[config.mk]
export PLATFORM = sky130hd
export DESIGN_NAME = xlr8_tone_gen
export DESIGN_NICKNAME = d
export VERILOG_FILES = /design/src/rtl/xlr8_tone_gen.sv
export SDC_FILE = /design/constraint.sdc
export NUM_CORES = 1
export LEC_CHECK = 0
export ABC_AREA = 1
export ABC_CLOCK_PERIOD_IN_PS = 2700
export BUFFER_PORTS_ARGS = -buffer_cell sky130_fd_sc_hd__buf_2
export CAP_MARGIN = 5
export CORE_MARGIN = 10
export CORE_UTILIZATION = 55
export DETAILED_ROUTE_END_ITERATION = 8
export GPL_TIMING_DRIVEN = 0
export PLACE_DENSITY = 0.7
export SYNTH_ARGS = -nofsm -noshare
export SYNTH_HDL_FRONTEND = slang
export SYNTH_SLANG_ARGS = --single-unit
[constraint.sdc]
create_clock -name clk -period 2.7 [get_ports clk]
set_clock_uncertainty 0.2 [all_clocks]
set_input_delay 0.135 -clock clk [delete_from_list [all_inputs] [get_ports clk]]
set_output_delay 0.135 -clock clk [all_outputs]
set_load 0.01 [all_outputs]
[src/rtl/xlr8_tone_gen.sv]
// xlr8_tone_gen: NUM_CH-channel square-wave tone generator on the AVR data-memory register bus.
// Optional macro TONE_BURST_EN adds per-channel BURST registers for counted toggle bursts.
module xlr8_tone_gen #(
    parameter int BASE_ADDR = 0,
    parameter int NUM_CH    = 2,
    parameter int PRESCALE  = 4
) (
    input  logic              clk,
    input  logic              rst,
    input  logic              clken,
    input  logic [7:0]        dbus_in,
    output logic [7:0]        dbus_out,
    output logic              io_out_en,
    input  logic [7:0]        ramadr,
    input  logic              ramre,
    input  logic              ramwe,
    input  logic              dm_sel,
    output logic [NUM_CH-1:0] tone_out
);
`ifdef TONE_BURST_EN
    localparam int WIN = 2 + 3*NUM_CH;
`else
    localparam int WIN = 2 + 2*NUM_CH;
`endif
    localparam int PW = (PRESCALE > 1) ? $clog2(PRESCALE) : 1;

    logic [8:0]        off9;
    logic [7:0]        off;
    logic              sel, wr, wr_ctrl, tick, gen, gen_nx;
    logic [NUM_CH-1:0] cen, cen_nx, act_now, act_nx, tgl, wr_lo, wr_hi, burst_done;
    logic [7:0]        stage, rdata;
    logic [15:0]       div    [NUM_CH];
    logic [15:0]       div_nx [NUM_CH];
    logic [15:0]       cnt    [NUM_CH];
    logic [PW-1:0]     pcnt;

    // 9-bit offset: addresses below BASE_ADDR wrap to >= 256 and fall outside the window
    assign off9      = {1'b0, ramadr} - 9'(BASE_ADDR);
    assign off       = off9[7:0];
    assign sel       = dm_sel && (off9 < 9'(WIN));
    assign wr        = sel && ramwe && clken;
    assign io_out_en = sel && ramre;
    assign dbus_out  = io_out_en ? rdata : 8'd0;
    assign tick      = (pcnt == PW'(PRESCALE - 1));

    // Post-edge register values decide activity, so a disabling write beats a same-edge toggle.
    always_comb begin
        wr_ctrl = wr && (off == 8'd0);
        gen_nx  = wr_ctrl ? dbus_in[7] : gen;
        for (int i = 0; i < NUM_CH; i++) begin
            wr_lo[i]   = wr && (off == 8'(2 + 2*i));
            wr_hi[i]   = wr && (off == 8'(3 + 2*i));
            cen_nx[i]  = wr_ctrl ? dbus_in[i] : (cen[i] && !burst_done[i]);
            div_nx[i]  = wr_hi[i] ? {dbus_in, stage} : div[i];
            act_now[i] = gen && cen[i] && (div[i] != 16'd0);
            act_nx[i]  = gen_nx && cen_nx[i] && (div_nx[i] != 16'd0);
            tgl[i]     = act_now[i] && act_nx[i] && !wr_hi[i] && tick && (cnt[i] == div[i]);
        end
    end

    always_ff @(posedge clk or posedge rst) begin
        if (rst) begin
            gen      <= 1'b0;
            cen      <= '0;
            stage    <= 8'd0;
            pcnt     <= '0;
            tone_out <= '0;
            for (int i = 0; i < NUM_CH; i++) begin
                div[i] <= 16'd0;
                cnt[i] <= 16'd0;
            end
        end else begin
            pcnt <= tick ? '0 : pcnt + 1'b1;
            gen  <= gen_nx;
            cen  <= cen_nx;
            if (|wr_lo)
                stage <= dbus_in;
            for (int i = 0; i < NUM_CH; i++) begin
                div[i] <= div_nx[i];
                if (!act_nx[i]) begin
                    cnt[i]      <= 16'd0;
                    tone_out[i] <= 1'b0;
                end else if (wr_hi[i] || !act_now[i]) begin
                    // fresh enable or divider commit: restart the half-period, keep the level
                    cnt[i] <= 16'd0;
                end else if (tick) begin
                    if (tgl[i]) begin
                        cnt[i]      <= 16'd0;
                        tone_out[i] <= ~tone_out[i];
                    end else begin
                        cnt[i] <= cnt[i] + 16'd1;
                    end
                end
            end
        end
    end

`ifdef TONE_BURST_EN
    logic [7:0]        burst [NUM_CH];
    logic [7:0]        rem   [NUM_CH];
    logic [NUM_CH-1:0] wr_burst, cen_rise;

    always_comb begin
        for (int i = 0; i < NUM_CH; i++) begin
            wr_burst[i] = wr && (off == 8'(2 + 2*NUM_CH + i));
            cen_rise[i] = wr_ctrl && dbus_in[i] && (!cen[i] || burst_done[i]);
        end
    end

    // burst_done pulses for one cycle after the final toggle; it clears CEN on the next edge
    always_ff @(posedge clk or posedge rst) begin
        if (rst) begin
            burst_done <= '0;
            for (int i = 0; i < NUM_CH; i++) begin
                burst[i] <= 8'd0;
                rem[i]   <= 8'd0;
            end
        end else begin
            for (int i = 0; i < NUM_CH; i++) begin
                burst_done[i] <= 1'b0;
                if (wr_burst[i]) begin
                    burst[i] <= dbus_in;
                    rem[i]   <= dbus_in;
                end else if (cen_rise[i]) begin
                    rem[i] <= burst[i];
                end else if (tgl[i] && (burst[i] != 8'd0) && (rem[i] != 8'd0)) begin
                    rem[i]        <= rem[i] - 8'd1;
                    burst_done[i] <= (rem[i] == 8'd1);
                end
            end
        end
    end
`else
    assign burst_done = '0;
`endif

    always_comb begin
        rdata = 8'd0;
        if (off == 8'd0)
            rdata = {gen, 7'(cen)};
        else if (off == 8'd1)
            rdata = 8'(tone_out);
        for (int i = 0; i < NUM_CH; i++) begin
            if (off == 8'(2 + 2*i))
                rdata = div[i][7:0];
            if (off == 8'(3 + 2*i))
                rdata = div[i][15:8];
`ifdef TONE_BURST_EN
            if (off == 8'(2 + 2*NUM_CH + i))
                rdata = burst[i];
`endif
        end
    end

endmodule

## Yosys cells after proc, flatten, opt, wreduce, memory -nomap -nowiden

Cells that the tools add are included.

| word-level totals | value |
|---|---|
| bits in registers | 79 |

| operators by class | value |
|---|---|
| muxes and demuxes | 29 |
| $add $sub $neg | 3 |
| reductions and logical operators | 39 |
| equal/unequal tests | 16 |
| $lt $le $gt $ge | 1 |
| bitwise gates (word level) | 2 |

Operators by type and width:

| operator | number |
|---|---|
| two-way mux 16 bit | 10 |
| nonzero test 16 bit | 4 |
| two-way mux 8 bit | 6 |
| adder 16 x 1 -> 16 bit, second input constant | 2 |
| == test 16 bit | 2 |
| logical AND 1 bit | 25 |
| == test 8 x 2 -> 1 bit, second input constant | 2 |
| == test 8 x 3 -> 1 bit, second input constant | 2 |
| two-way mux 1 bit | 11 |
| == test 8 x 1 -> 1 bit, second input constant | 1 |
| zero test 8 bit | 1 |
| less-than comparator 8 x 3 -> 1 bit, second input constant | 1 |
| inequality test 2 bit, second input constant | 4 |
| inequality test 3 x 2 -> 1 bit, second input constant | 2 |
| AND reduction 3 bit | 2 |
| zero test 1 bit | 4 |
| two-way mux 2 bit | 2 |
| inequality test 2 x 1 -> 1 bit, second input constant | 2 |
| adder 2 x 1 -> 2 bit, second input constant | 1 |
| == test 2 bit, second input constant | 1 |
| logical OR 1 bit | 2 |
| NOT 1 bit | 2 |
| OR reduction 2 bit | 1 |

## Longest topological paths before layout

Gate-level depths: netlist of run 1.

| depth | value |
|---|---|
| depth after elaboration | 16 |
| mapped depth | 17 |

## Worst setup path before layout of run 1

OpenSTA, ideal clock, no wires.

| timing | value |
|---|---|
| kind | flip-flop to flip-flop |
| start | register cnt[0] in the netlist's numbering |
| end | register cnt[14] in the netlist's numbering |
| arrival time | 1,867 ps |
| stages on the path, launching flop included | 13 |
| library setup time | 66 ps |
| required time | 2,434 ps |
| clock period less this slack | 2,133 ps |
| path buffers | 0 |
| path slack | 567 ps |
| cells stage by stage | dfrtp_1 > ha_1 > nand3_1 > inv_1 > nand3_1 > nor3b_1 > nand2_1 > nor2_1 > nand3_1 > nor3_1 > xor2_1 > nand2_1 > nand2_1 |

| between the ends | value |
|---|---|
| word-level cells in the longest chain between the ends | 6 |

RTL lines:

| element | line | text |
|---|---|---|
| start: declaration | 34 | `logic [15:0] cnt [NUM_CH];` |
| start signal: indexed assignment | 91 | `cnt[i] <= cnt[i] + 16'd1;` |
| parallel branches: the longest is 2 deep, another holds adder 16 x 1 -> 16 bit | - |  |
| two-way mux 16 bit * | 87 | `if (tgl[i]) begin` |
| two-way mux 16 bit * | 86 | `end else if (tick) begin` |
| two-way mux 16 bit * | 83 | `end else if (wr_hi[i] \|\| !act_now[i]) begin` |
| two-way mux 16 bit * | 80 | `if (!act_nx[i]) begin` |

Mark *: on every way between the ends. The select of a mux whose other input is x is not followed.
A chain may end at the register's enable or synchronous reset.

## Worst setup path after layout of run 1

| timing | value |
|---|---|
| start | register cnt[16] in the netlist's numbering |
| end | register cnt[28] in the netlist's numbering |

Same word-level chain as after synthesis.

==> results of run 1 <==
## final timing paths
kind	from	endpoint	slack, ps	cells past startpoint
min	rst	cnt[20]$_DFFE_PP0P_	20	3
min reg2reg	pcnt[0]$_DFF_PP0_	pcnt[0]$_DFF_PP0_	230	1
min in group clk	ramadr[3]	div[5]$_DFF_PP0_	110	6
max	cnt[16]$_DFFE_PP0P_	cnt[28]$_DFFE_PP0P_	310	12
max reg2reg	cnt[16]$_DFFE_PP0P_	cnt[28]$_DFFE_PP0P_	310	12
max in group asynchronous	rst	stage[7]$_DFFE_PP0P_	1690	4
## final cells by class
| cell class | count | area, um^2 | share of cell area |
|---|---|---|---|
| clock buffers | 11 | 131.4 | 0.02284 |
| multi-input cells | 448 | 2611 | 0.4540 |
| clock inverters | 4 | 47.55 | 0.008266 |
| inverters | 97 | 367.9 | 0.06395 |
| flip-flops and latches | 79 | 1977 | 0.3437 |
| plain buffers | 30 | 200.2 | 0.03481 |
| repair buffers | 42 | 277.8 | 0.04829 |
| well taps | 111 | 138.9 | 0.02415 |
## where the power goes
group	leakage [nW]	internal (mW)	switching (mW)	total (mW)
clock network	0.0892	0.420	0.435	0.855
logic	1.86	0.0306	0.0613	0.0920
registers	1.01	1.18	0.000461	1.18
## worst max-delay path, cell delays in order (launching register included)
cell and delay [ps]:
dfrtp_1 460, ha_1 220, nand2_1 60, nor2_1 160, nand3_1 180, nor3_1 290, nand2_1 80, nor2_1 160
nand3_1 100, xor2_1 160, clkinv_1 80, nand4_1 80, nand2_1 60
## layer usage
metal  track usage  up-vias  wire length, um
li1              -     2244                -
met1        0.2744     2110             6096
met2        0.3093      133             5778
met3       0.03493       30              715
met4       0.08649        0              397
met5             0        -                0
## cell usage in the layout, fill, tap and decap left out, types with 5 or more instances in the layout
master	instances
a211oi_1	6
a21oi_1	10
buf_2	35
buf_6	10
clkbuf_1	15
clkbuf_8	9
dfrtp_1	79
dlygate4sd3_1	9
inv_1	94
nand2_1	145
nand3_1	29
nand3_2	12
nand4_1	56
nor2_1	39
nor2_2	5
nor3_1	13
nor4_1	9
o21ai_0	12
o21ai_1	14
o21ai_2	6
xnor2_1	17
xor2_1	35
## Yosys cell counts, drive strengths merged, types with 11 or more instances
cell / n
nand2: 151
inv: 95
dfrtp: 79
nand4: 56
nor2: 51
nand3: 43
xor2: 35
o21ai: 32
xnor2: 17
buf: 16
clkbuf: 14
nor3: 14
a21oi: 11
## flip-flops by register name, indices dropped and copies added (netlist names)
name	count
cnt	32
div	32
stage	8
cen	2
pcnt	2
tone_out	2
gen	1
## cell families after synthesis
kind of cell	Yosys count	share of synthesized area
AND/OR/NAND/NOR	327	0.3269
multiplexers	4	0.008748
AO/OA/AOI/OAI	62	0.07485
XOR/XNOR	52	0.08846
buffers and inverters	127	0.1098
flip-flops	79	0.3840
adder cells (fa/ha/maj)	3	0.007291
## metrics by stage
step	total power, mW	setup slack (ps)	TNS (ps)
after global placement	1.283	-656.2	-51490
after CTS	2.142	278.9	0
after global routing	2.205	80.50	0
after detailed placement	1.290	283.1	0
final	2.130	312.2	0
after floorplan	1.247	341.6	0
## timing repair
item	4_1_cts	5_1_grt
hold buffers	9	0
endpoints found under the hold margin	104	0
endpoints found under the setup margin	0	1
resized for setup	0	1
buffers inserted	0	0
==> metrics.md, run 1 <==
| Metric | Value |
|---|---|
| Setup violations, final | 0 |
| Hold Path Class | in -> async |
| LEAKAGE | 2.960 nW |
| Vias in the first global route | ~4400 |
| H-Tree Depth | 3 |
| Final worst path period need | 2388 ps |
| EDFF count, synth | 0 |
| Clock Tree Root | clkbuf_8 |
| Worst EP arrival | 2440 ps |
| PwrDens | roughly 370 mW/mm^2 |
| Core Region | 0.009196 mm^2 |
| IO buf count | 32 |
| Clk sinks | 79 |
| Initial drt markers | 310 |
| Critical path class | reg -> reg |
| Drc violations | 0 |
| Final hold vios | 0 |
| Worst IR Drop VDD | approximately 0.00021 V |
| Layout area overhead | 11.71% |
| Worst-margin pin slew | 828.4 ps |
| Routability-driven placement congestion ratio | between 0.9 and 1 |
| Synth top area share | 0.3840 |
| Ant diodes | 0 |
| Die Y-Extent | 116.8 um |
| Unique masters post-synth | 46 |
| Share of cells above drive strength 1 | 0.1575 |
| Hpwl dp | 9.968 mm |
| CP required | approximately 2800 ps |
| First-pass detailed-route iteration total | 5 |
| Top Ports | 33 |
| Slew margin rel. | 0.4431 |
| Post-DR vias/cell | 5.495 |
| First-pass GRT wire length | between 20 and 25 mm |
| Total Routed Length | approximately 13 mm |
| Area contributors post-synth | dfrtp_1 (38%), nand2_1 (11%), inv_1 (6.9%) |
| DP Cell Count | about 800 |
| Width of the chip | 116.8 um |
| Cell Count, Final, Fillers Out | about 820 |
| Antenna viol nets, final | 0 |
| Max-cap viol count | 0 |
| Yosys reg bits | 79 |
| Sequential fraction of the synthesis area | 0.3840 |
| Fin area | 0.005752 mm^2 |
| WL/cell | around 16 um |
| Hold WS | 24.21 ps |
| Synth warn | 0 |
| Dominant synthesized flop cell | dfrtp_1 |
| RSZ-0062 raised after global routing | false |
| Mapped Nets | approximately 680 |
| Clock latency at the later pin of the worst-skew pair | roughly 360 ps |
| FP Rows | 35 |
| Syn Inst Count | roughly 650 |
| Pins Over Slew Limit | 0 |
| Period utilization | 0.8844 |
| Ys async rst share | 1.000 |
| Starting Density | 0.5599 |
| Final nets | 732 |
| Die Area | 0.01363 mm^2 |
| Critical path peak fanout | 5 |
| Initial antenna violation count | 0 |
| CTS max path bufs | 2 |
| TritonCTS Buffers | 9 |
| Nature of the critical path endpoint | flop |
| GRT Resource Usage Total | 0.2019 |
| CTS tree | built |
| Via count | 4517 |
| Avg Cell Area, Syn | 7.873 um^2 |
| Post-synth design cell area | 0.005149 mm^2 |
| End-of-flow core utilization | 0.6254 |
| Worst-path clk slew | 80 ps |
| Largest area contributor in the netlist | dfrtp_1 |
| Total gr overflow | 0 |
| Fmax | 418.8 MHz |
| Fill count | 827 |
| Status | complete, no violations |
| Largest net degree at the start of global routing | 69 |
| Crit path launch type | flop |
| DP Area | roughly 0.0055 mm^2 |
(Power assumes the default switching activity.)
==> inputs of run 2 (changes only) <==
==> constraint.sdc (replaced) <==
create_clock -name clk -period 2.7 [get_ports clk]
set_clock_uncertainty 0.2 [all_clocks]
set_input_delay 0.54 -clock clk [delete_from_list [all_inputs] [get_ports clk]]
set_output_delay 0.54 -clock clk [all_outputs]
set_load 0.01 [all_outputs]
==> run 2 against run 1 <==
Effect of this change:
- the flow now finishes with violations (setup timing)
- register-to-register slack lost 50 ps
- sequential cell count is the same
- total power rose by 8.2%
==> metrics.md, run 2 (same netlist as run 1, synthesis figures left out) <==
| Metric | Value |
|---|---|
| Status | finished, violations left (was complete, no violations) |
| Failing checks | setup timing |
| Via count | 4802 (was 4517) |
| Worst IR Drop VDD | 0.0002422 V (was 0.0002125 V) |
| Fill count | 756 (was 827) |
| Final hold vios | 0 (unchanged) |
| WL/cell | 17.06 um (was 15.80 um) |
| Commonest non-fill, non-tap cell in the layout | nand2_1 (unchanged) |
| IO buf count | 32 (unchanged) |
| Total Routed Length | 14.21 mm (was 12.99 mm) |
| Setup ws final | -22.41 ps (was 312.2 ps) |
| FP Rows | 35 (unchanged) |
| RSZ-0062 raised after global routing | true (was false) |
| Fmax | 367.3 MHz (was 418.8 MHz) |
| Net load switching power | 0.5174 mW (was 0.4966 mW) |
| DP Cell Count | 799 (was 798) |
| Layout area overhead | 17.96% (was 11.71%) |
| PwrDens | 379.5 mW/mm^2 (was 370.3 mW/mm^2) |
| Pins Over Slew Limit | 0 (unchanged) |
| Hold Path Class | reg -> reg (was in -> async) |
| Routability-driven placement congestion ratio | 0.9425 (was 0.9556) |
| Worst-margin pin slew | 560.0 ps (was 828.4 ps) |
| Initial antenna violation count | 0 (unchanged) |
| Clock latency at the later pin of the worst-skew pair | 360 ps (about the same) |
| Worst-path clk slew | 80 ps (about the same) |
| Max stage delay on crit path | 230 ps (was 460 ps) |
| Die Area | 0.01363 mm^2 (unchanged) |
| CP startpoint | ramadr[6] (was cnt[16]$_DFFE_PP0P_) |
| Max-cap viol count | 0 (unchanged) |
| Worst EP arrival | 1980 ps (was 2440 ps) |
| Critical path peak fanout | 7 (was 5) |
| Clk sinks | 79 (unchanged) |
| Total gr overflow | 0 (unchanged) |
| Width of the chip | 116.8 um (unchanged) |
| Period utilization | 1.008 (was 0.8844) |
| Clock Tree Root | clkbuf_8 (unchanged) |
| CTS max path bufs | 2 (unchanged) |
| Internal | 1.787 mW (was 1.633 mW) |
| Drc violations | 0 (unchanged) |
| Sw Share | 0.2245 (was 0.2332) |
| Crit path buf inv count | 3 (was 1) |
| Crit path launch type | primary input (was flop) |
| Vias in the first global route | 4606 (was 4362) |
| Reg-to-reg setup timing slack | 260 ps (was 310 ps) |
| Final total power | 2.305 mW (was 2.130 mW) |
| Top Ports | 33 (unchanged) |
| Largest net degree at the start of global routing | 41 (was 69) |
| Ant diodes | 0 (unchanged) |
| Hpwl dp | 10.32 mm (was 9.968 mm) |
| Slew margin rel. | 0.6238 (was 0.4431) |
| First-pass detailed-route iteration total | 5 (unchanged) |
| Number of cells on the worst reg-to-reg path | 12 (unchanged) |
| Cell Count, Final, Fillers Out | 833 (was 822) |
| H-Tree Depth | 3 (unchanged) |
| Clk network pwr share | 0.440 (was 0.401) |
| Nature of the critical path endpoint | primary output (was flop) |
| Post-DR vias/cell | 5.765 (was 5.495) |
| CTS tree | built (unchanged) |
| Starting Density | 0.5599 (unchanged) |
| Most frequent cells in the layout | nand2_1 (142), inv_1 (88), dfrtp_1 (79) (was nand2_1 (145), inv_1 (94), dfrtp_1 (79)) |
| Final nets | 742 (was 732) |
| WP depth | 10 (was 12) |
| First-pass GRT wire length | 22.94 mm (was 21.64 mm) |
| CP required | 1960 ps (was 2750 ps) |
| Cell Chain, Critical Path | buf_2, nor2_4, nand2_8, buf_4, nor4_4, a21oi_2, a21oi_2, a211oi_2, a211oi_2, buf_2 (was ha_1, nand2_1, nor2_1, nand3_1, nor3_1, nand2_1, nor2_1, nand3_1, xor2_1, clkinv_1, nand4_1, nand2_1) |
| CP delay by family, top | compound AO/OA/AOI/OAI gates (was simple AND/OR/NAND/NOR gates) |
| Antenna viol nets, final | 0 (unchanged) |
| LEAKAGE | 3.082 nW (was 2.960 nW) |
| Combinational share of power | 0.047 (was 0.043) |
| Worst setup endpoint | dbus_out[5] (was cnt[28]$_DFFE_PP0P_) |
| GRT Resource Usage Total | 0.2124 (was 0.2019) |
| Critical R2R Launch | cnt[16]$_DFFE_PP0P_ (unchanged) |
| TritonCTS Buffers | 9 (unchanged) |
| Die Y-Extent | 116.8 um (unchanged) |
| Share of cells above drive strength 1 | 0.2216 (was 0.1575) |
| Critical-path top delay cell | a211oi_2 (was dfrtp_1) |
| Worst r2r dst | cnt[28]$_DFFE_PP0P_ (unchanged) |
| End-of-flow core utilization | 0.6604 (was 0.6254) |
| Setup violations, final | 1 (was 0) |
| Seq pwr share | 0.513 (was 0.555) |
| Initial drt markers | 359 (was 310) |
| Top flop regs | cnt x32, div x32, stage x8 (unchanged) |
| Final worst path period need | 2722 ps (was 2388 ps) |
| Core Region | 0.009196 mm^2 (unchanged) |
| Critical path class | in -> out (was reg -> reg) |
## run 2: cell count changes in the layout (fill, tap and decap cells not counted), sizes merged
cell	change
dlygate4sd3	-8
buf	+19
inv	-1
bufinv	+1
clkbuf	+1
clkinv	-1
## run 2: stage by stage
stage | hold WS [ps] | instance area (um^2) | setup slack, ps | setup TNS (ps)
floorplan | 203.1 | 5152 | 110.0 | 0
global placement | 215.4 | 5451 | -387.9 | -2892
detailed placement | 224.5 | 5492 | -402.6 | -3784
CTS | 227.5 | 5894 | 22.58 | 0
global route | 245.9 | 6073 | -68.75 | -235.6
finish | 236.4 | 6073 | -22.41 | -22.41
## run 2: metal layers
layer	global-route usage	vias to the layer above	part of all wire
met2	0.3386	204	0.46
met3	0.03287	42	0.058
li1	-	2275	-
met1	0.2756	2281	0.44
met5	0	-	0
met4	0.1021	0	0.041
## run 2: how the worst min path moves through the flow
stage,startpoint,end,cells after the start
floorplan,pcnt[0]$_DFF_PP0_,pcnt[0]$_DFF_PP0_,1
global placement,pcnt[0]$_DFF_PP0_,pcnt[0]$_DFF_PP0_,1
detailed placement,pcnt[0]$_DFF_PP0_,pcnt[0]$_DFF_PP0_,1
CTS,dbus_in[0],div[24]$_DFF_PP0_,3
global route,pcnt[0]$_DFF_PP0_,pcnt[0]$_DFF_PP0_,1
finish,pcnt[0]$_DFF_PP0_,pcnt[0]$_DFF_PP0_,1
## run 2: area by class of cell
class | instances | area [um^2] | area share
well taps | 111 | 138.9 | 0.02287
clock buffers | 13 | 158.9 | 0.02616
flip-flops and latches | 79 | 1977 | 0.3255
multi-input cells | 448 | 2789 | 0.4592
repair buffers | 53 | 371.6 | 0.06119
inverters | 97 | 369.1 | 0.06077
plain buffers | 29 | 203.9 | 0.03358
clock inverters | 3 | 65.06 | 0.01071
## run 2: timing repair
item	4_1_cts	5_1_grt
endpoints found under the hold margin	15	0
setup endpoints to repair	8	21
buffers inserted	11	7
pin swaps	9	11
gates resized for setup	21	32
hold buffers	1	0
## run 2: worst register-to-register path, cell delays in order, from the launching register on
cell	delay (ps)
dfrtp_1	460
ha_1	220
nand2_1	60
nor2_1	160
nand3_1	200
nor3_1	300
nand2_1	90
nor2_1	160
nand3_1	100
xor2_1	160
clkinv_1	80
nand4_1	80
nand2_1	70
## run 2: power by group through the flow
stage	clock (mW)	sequential, mW	combinational [mW]
after CTS	1.02	1.18	0.0968
final	1.01	1.18	0.108
after global routing	1.07	1.18	0.116
after global placement	0	1.21	0.0767
after detailed placement	0	1.21	0.0859
after floorplan	0	1.21	0.0410
==> inputs of run 3 (changes only) <==
==> config.mk (replaced) <==
export PLATFORM = sky130hd
export DESIGN_NAME = xlr8_tone_gen
export DESIGN_NICKNAME = d
export VERILOG_FILES = /design/src/rtl/xlr8_tone_gen.sv
export SDC_FILE = /design/constraint.sdc
export NUM_CORES = 1
export LEC_CHECK = 0
export ABC_CLOCK_PERIOD_IN_PS = 3200
export BUFFER_PORTS_ARGS = -buffer_cell sky130_fd_sc_hd__buf_2
export CAP_MARGIN = 5
export CORE_MARGIN = 1
export CORE_UTILIZATION = 55
export DETAILED_ROUTE_END_ITERATION = 8
export GPL_TIMING_DRIVEN = 0
export PLACE_DENSITY = 0.71
export SYNTH_ARGS = -nofsm -noshare
export SYNTH_HDL_FRONTEND = slang
export SYNTH_SLANG_ARGS = --single-unit
==> constraint.sdc (replaced) <==
create_clock -name clk -period 3.2 [get_ports clk]
set_clock_uncertainty 0.2 [all_clocks]
set_input_delay 0.64 -clock clk [delete_from_list [all_inputs] [get_ports clk]]
set_output_delay 0.64 -clock clk [all_outputs]
set_load 0.01 [all_outputs]
==> run 3 against run 2 <==
Effect of this change:
- the flow still finishes with violations (setup timing)
- global-route usage grew 9.9 points
- area after synthesis shrank 7.6%
- sequential share of layout area grew 4.7 points
- core utilization shrank 2.1 points
- combinational power shrank 4%
- clock power shrank 24%
- worst setup slack lost 2.2 ps
- die area shrank 34%
- critical path type unchanged
- highest routed layer unchanged
==> metrics.md, run 3 <==
| Metric | Value |
|---|---|
| Final total power | 1.872 mW (was 2.305 mW) |
| Hpwl dp | 9.472 mm (was 10.32 mm) |
| Hold WS | 90.66 ps (was 236.4 ps) |
| Crit path launch type | primary input (unchanged) |
| Top flop regs | cnt x32, div x32, stage x8 (unchanged) |
| Yosys reg bits | 79 (unchanged) |
| Drc violations | 0 (unchanged) |
| Antenna viol nets, final | 0 (unchanged) |
| Starting Density | 0.5730 (was 0.5599) |
| Worst IR Drop VDD | 0.0002711 V (was 0.0002422 V) |
| EDFF count, synth | 0 (unchanged) |
| Synth top area share | 0.4157 (was 0.3840) |
| Top Ports | 33 (unchanged) |
| Crit path top cell by count | buf_2 |
| Area contributors post-synth | dfrtp_1 (42%), mux2_2 (11%), xor2_1 (5.9%) (was dfrtp_1 (38%), nand2_1 (11%), inv_1 (6.9%)) |
| CTS tree | built (unchanged) |
| Mapped Nets | 518 (was 679) |
| Critical path class | in -> out (unchanged) |
| Post-DR vias/cell | 6.509 (was 5.765) |
| Share of cells above drive strength 1 | 0.2136 (was 0.2216) |
| Worst-path clk slew | 80 ps (about the same) |
| Core Region | 0.008299 mm^2 (was 0.009196 mm^2) |
| Dominant synthesized flop cell | dfrtp_1 (unchanged) |
| Die Y-Extent | 94.99 um (was 116.8 um) |
| Post-synth design cell area | 0.004756 mm^2 (was 0.005149 mm^2) |
| Final worst path period need | around 3200 ps |
| Layout area overhead | 11.65% (was 17.96%) |
| FP Rows | 33 (was 35) |
| Synth top cells by count | dfrtp_1 (79), nand2_1 (49), mux2_2 (46) (was nand2_1 (145), inv_1 (95), dfrtp_1 (79)) |
| Vias in the first global route | 3993 (was 4606) |
| Routability-driven placement congestion ratio | 0.9446 (was 0.9425) |
| TritonCTS Buffers | 9 (unchanged) |
| Initial drt markers | 287 (was 359) |
| Critical-path top delay cell | or4_4 (was a211oi_2) |
| Fmax | 310.1 MHz |
| CTS max path bufs | 2 (unchanged) |
| GRT Resource Usage Total | 0.3118 (was 0.2124) |
| Synth warn | 0 (unchanged) |
| Setup violations, final | 2 (was 1) |
| Worst EP arrival | 2380 ps (was 1980 ps) |
| PwrDens | 352.6 mW/mm^2 (was 379.5 mW/mm^2) |
| Cell Chain, Critical Path | buf_2, or4_4, or3_4, nor3b_4, a22oi_1, nor2_1, buf_2 (was buf_2, nor2_4, nand2_8, buf_4, nor4_4, a21oi_2, a21oi_2, a211oi_2, a211oi_2, buf_2) |
| IO buf count | 32 (unchanged) |
| Avg Cell Area, Syn | 9.647 um^2 (was 7.873 um^2) |
| Post-Place Setup Slack | -251.3 ps (was -402.6 ps) |
| LEAKAGE | 2.402 nW (was 3.082 nW) |
| Largest net degree at the start of global routing | 47 (was 41) |
| Total gr overflow | 0 (unchanged) |
| Pins Over Slew Limit | 0 (unchanged) |
| Most common cell in the netlist | dfrtp_1 (was nand2_1) |
| RSZ-0062 raised after global routing | true (unchanged) |
| Clock Tree Root | clkbuf_8 (unchanged) |
| Largest area contributor in the netlist | dfrtp_1 (unchanged) |
| Max-cap viol count | 0 (unchanged) |
| Initial antenna violation count | 0 (unchanged) |
| Internal | 1.414 mW (was 1.787 mW) |
| Die Area | 0.009023 mm^2 (was 0.01363 mm^2) |
| Unique masters post-synth | 52 (was 46) |
| First-pass GRT wire length | 21.04 mm (was 22.94 mm) |
| Final hold vios | 0 (unchanged) |
| Worst-margin pin slew | 833.0 ps (was 560.0 ps) |
| WL/cell | 19.86 um (was 17.06 um) |
| CP required | 2360 ps (was 1960 ps) |
| Combinational share of power | 0.056 (was 0.047) |
| Clock latency at the later pin of the worst-skew pair | 360 ps (about the same) |
| H-Tree Depth | 3 (unchanged) |
| Clk sinks | 79 (unchanged) |
| Status | finished, violations left (unchanged) |
| Max stage delay on crit path | 530 ps (was 230 ps) |
| Width of the chip | 94.99 um (was 116.8 um) |
| Syn Inst Count | 493 (was 654) |
| Sw Share | 0.2449 (was 0.2245) |
| Clk network pwr share | 0.408 (was 0.440) |
| Critical path peak fanout | 5 (was 7) |
| Nature of the critical path endpoint | primary output (unchanged) |
| Setup ws final | -24.57 ps (was -22.41 ps) |
| Total Routed Length | 12.87 mm (was 14.21 mm) |
| Final nets | 563 (was 742) |
| Via count | 4218 (was 4802) |
| Sequential fraction of the synthesis area | 0.4157 (was 0.3840) |
| Slew margin rel. | 0.4422 (was 0.6238) |
| Ant diodes | 0 (unchanged) |
| Period utilization | 1.008 |
| Ys async rst share | 1.000 (unchanged) |
| Commonest non-fill, non-tap cell in the layout | dfrtp_1 (was nand2_1) |
| Net load switching power | 0.4586 mW (was 0.5174 mW) |
| Most frequent cells in the layout | dfrtp_1 (79), nand2_1 (49), mux2_2 (46) (was nand2_1 (142), inv_1 (88), dfrtp_1 (79)) |
| First-pass detailed-route iteration total | 5 (unchanged) |
| Seq pwr share | 0.536 (was 0.513) |
| Failing checks | setup timing (unchanged) |
| Hold Path Class | in -> async (was reg -> reg) |
run 3: logic make-up after synthesis:
family,after synthesis,share of synthesized area
buffers and inverters,35,0.03262
AOI/OAI and AO/OA,98,0.1329
adders and majority gates,3,0.007894
DFF,79,0.4157
and+or+nand+nor,193,0.2273
muxes,53,0.1247
xor gates and xnor gates,32,0.05893
run 3: routing by layer:
layer	up-vias	global-route usage	routed length, um
met2	180	0.4892	6113
met1	2080	0.4264	5599
met3	31	0.04187	749
li1	1927	-	-
met4	0	0.1465	409
met5	-	0	0
run 3: repair_timing:
item / CTS / global route
buffers inserted: 0 / 1
hold buffers: 0 / 0
pin swaps: 0 / 3
setup endpoints to repair: 5 / 7
resized for setup: 4 / 3
run 3: stage by stage:
stage               TNS, ps    util  cell area [um^2]  instances
floorplan                 0       -              4756        493
global placement     -50970  0.6082              5047        630
detailed placement    -1851  0.6118              5077        631
CTS                  -1.816  0.6380              5295        647
global route         -348.0  0.6398              5310        648
finish               -27.02  0.6398              5310        648
run 3: power by group through the flow:
stage | logic, mW | registers [mW] | clock network (mW)
global placement | 0.0939 | 1.02 | 0
global route | 0.116 | 1.00 | 0.807
floorplan | 0.0541 | 1.02 | 0
detailed placement | 0.100 | 1.02 | 0
CTS | 0.102 | 1.00 | 0.773
finish | 0.104 | 1.00 | 0.764
run 3: worst max-delay path, delay by kind of cell:
kind | cells | cell delay (ps)
AO/OA/AOI/OAI | 1 | 140
AND/OR/NAND/NOR | 4 | 1340
buffers and inverters | 2 | 260
run 3: path summary, 6_finish.rpt:
| kind | startpoint | cells past startpoint | endpoint | slack (ps) |
|---|---|---|---|---|
| max | ramadr[4] | 7 | dbus_out[2] | -20 |
| min in group clk | pcnt[0]$_DFF_PP0_ | 1 | pcnt[0]$_DFF_PP0_ | 240 |
| min reg2reg | pcnt[0]$_DFF_PP0_ | 1 | pcnt[0]$_DFF_PP0_ | 240 |
| min | rst | 2 | div[31]$_DFF_PP0_ | 90 |
| max reg2reg | cnt[20]$_DFFE_PP0P_ | 6 | tone_out[0]$_DFFE_PP0P_ | 570 |
| max in group asynchronous | rst | 3 | cnt[5]$_DFFE_PP0P_ | 2130 |
run 3: layout make-up:
| cell class | instances | area (um^2) |
|---|---|---|
| fillers | 687 | 2989 |
| multi-input cells | 379 | 2641 |
| flip-flops and latches | 79 | 1977 |
| repair buffers | 34 | 201.4 |
| clock buffers | 11 | 141.4 |
| plain buffers | 29 | 135.1 |
| well taps | 105 | 131.4 |
| clock inverters | 5 | 57.56 |
| inverters | 6 | 25.02 |
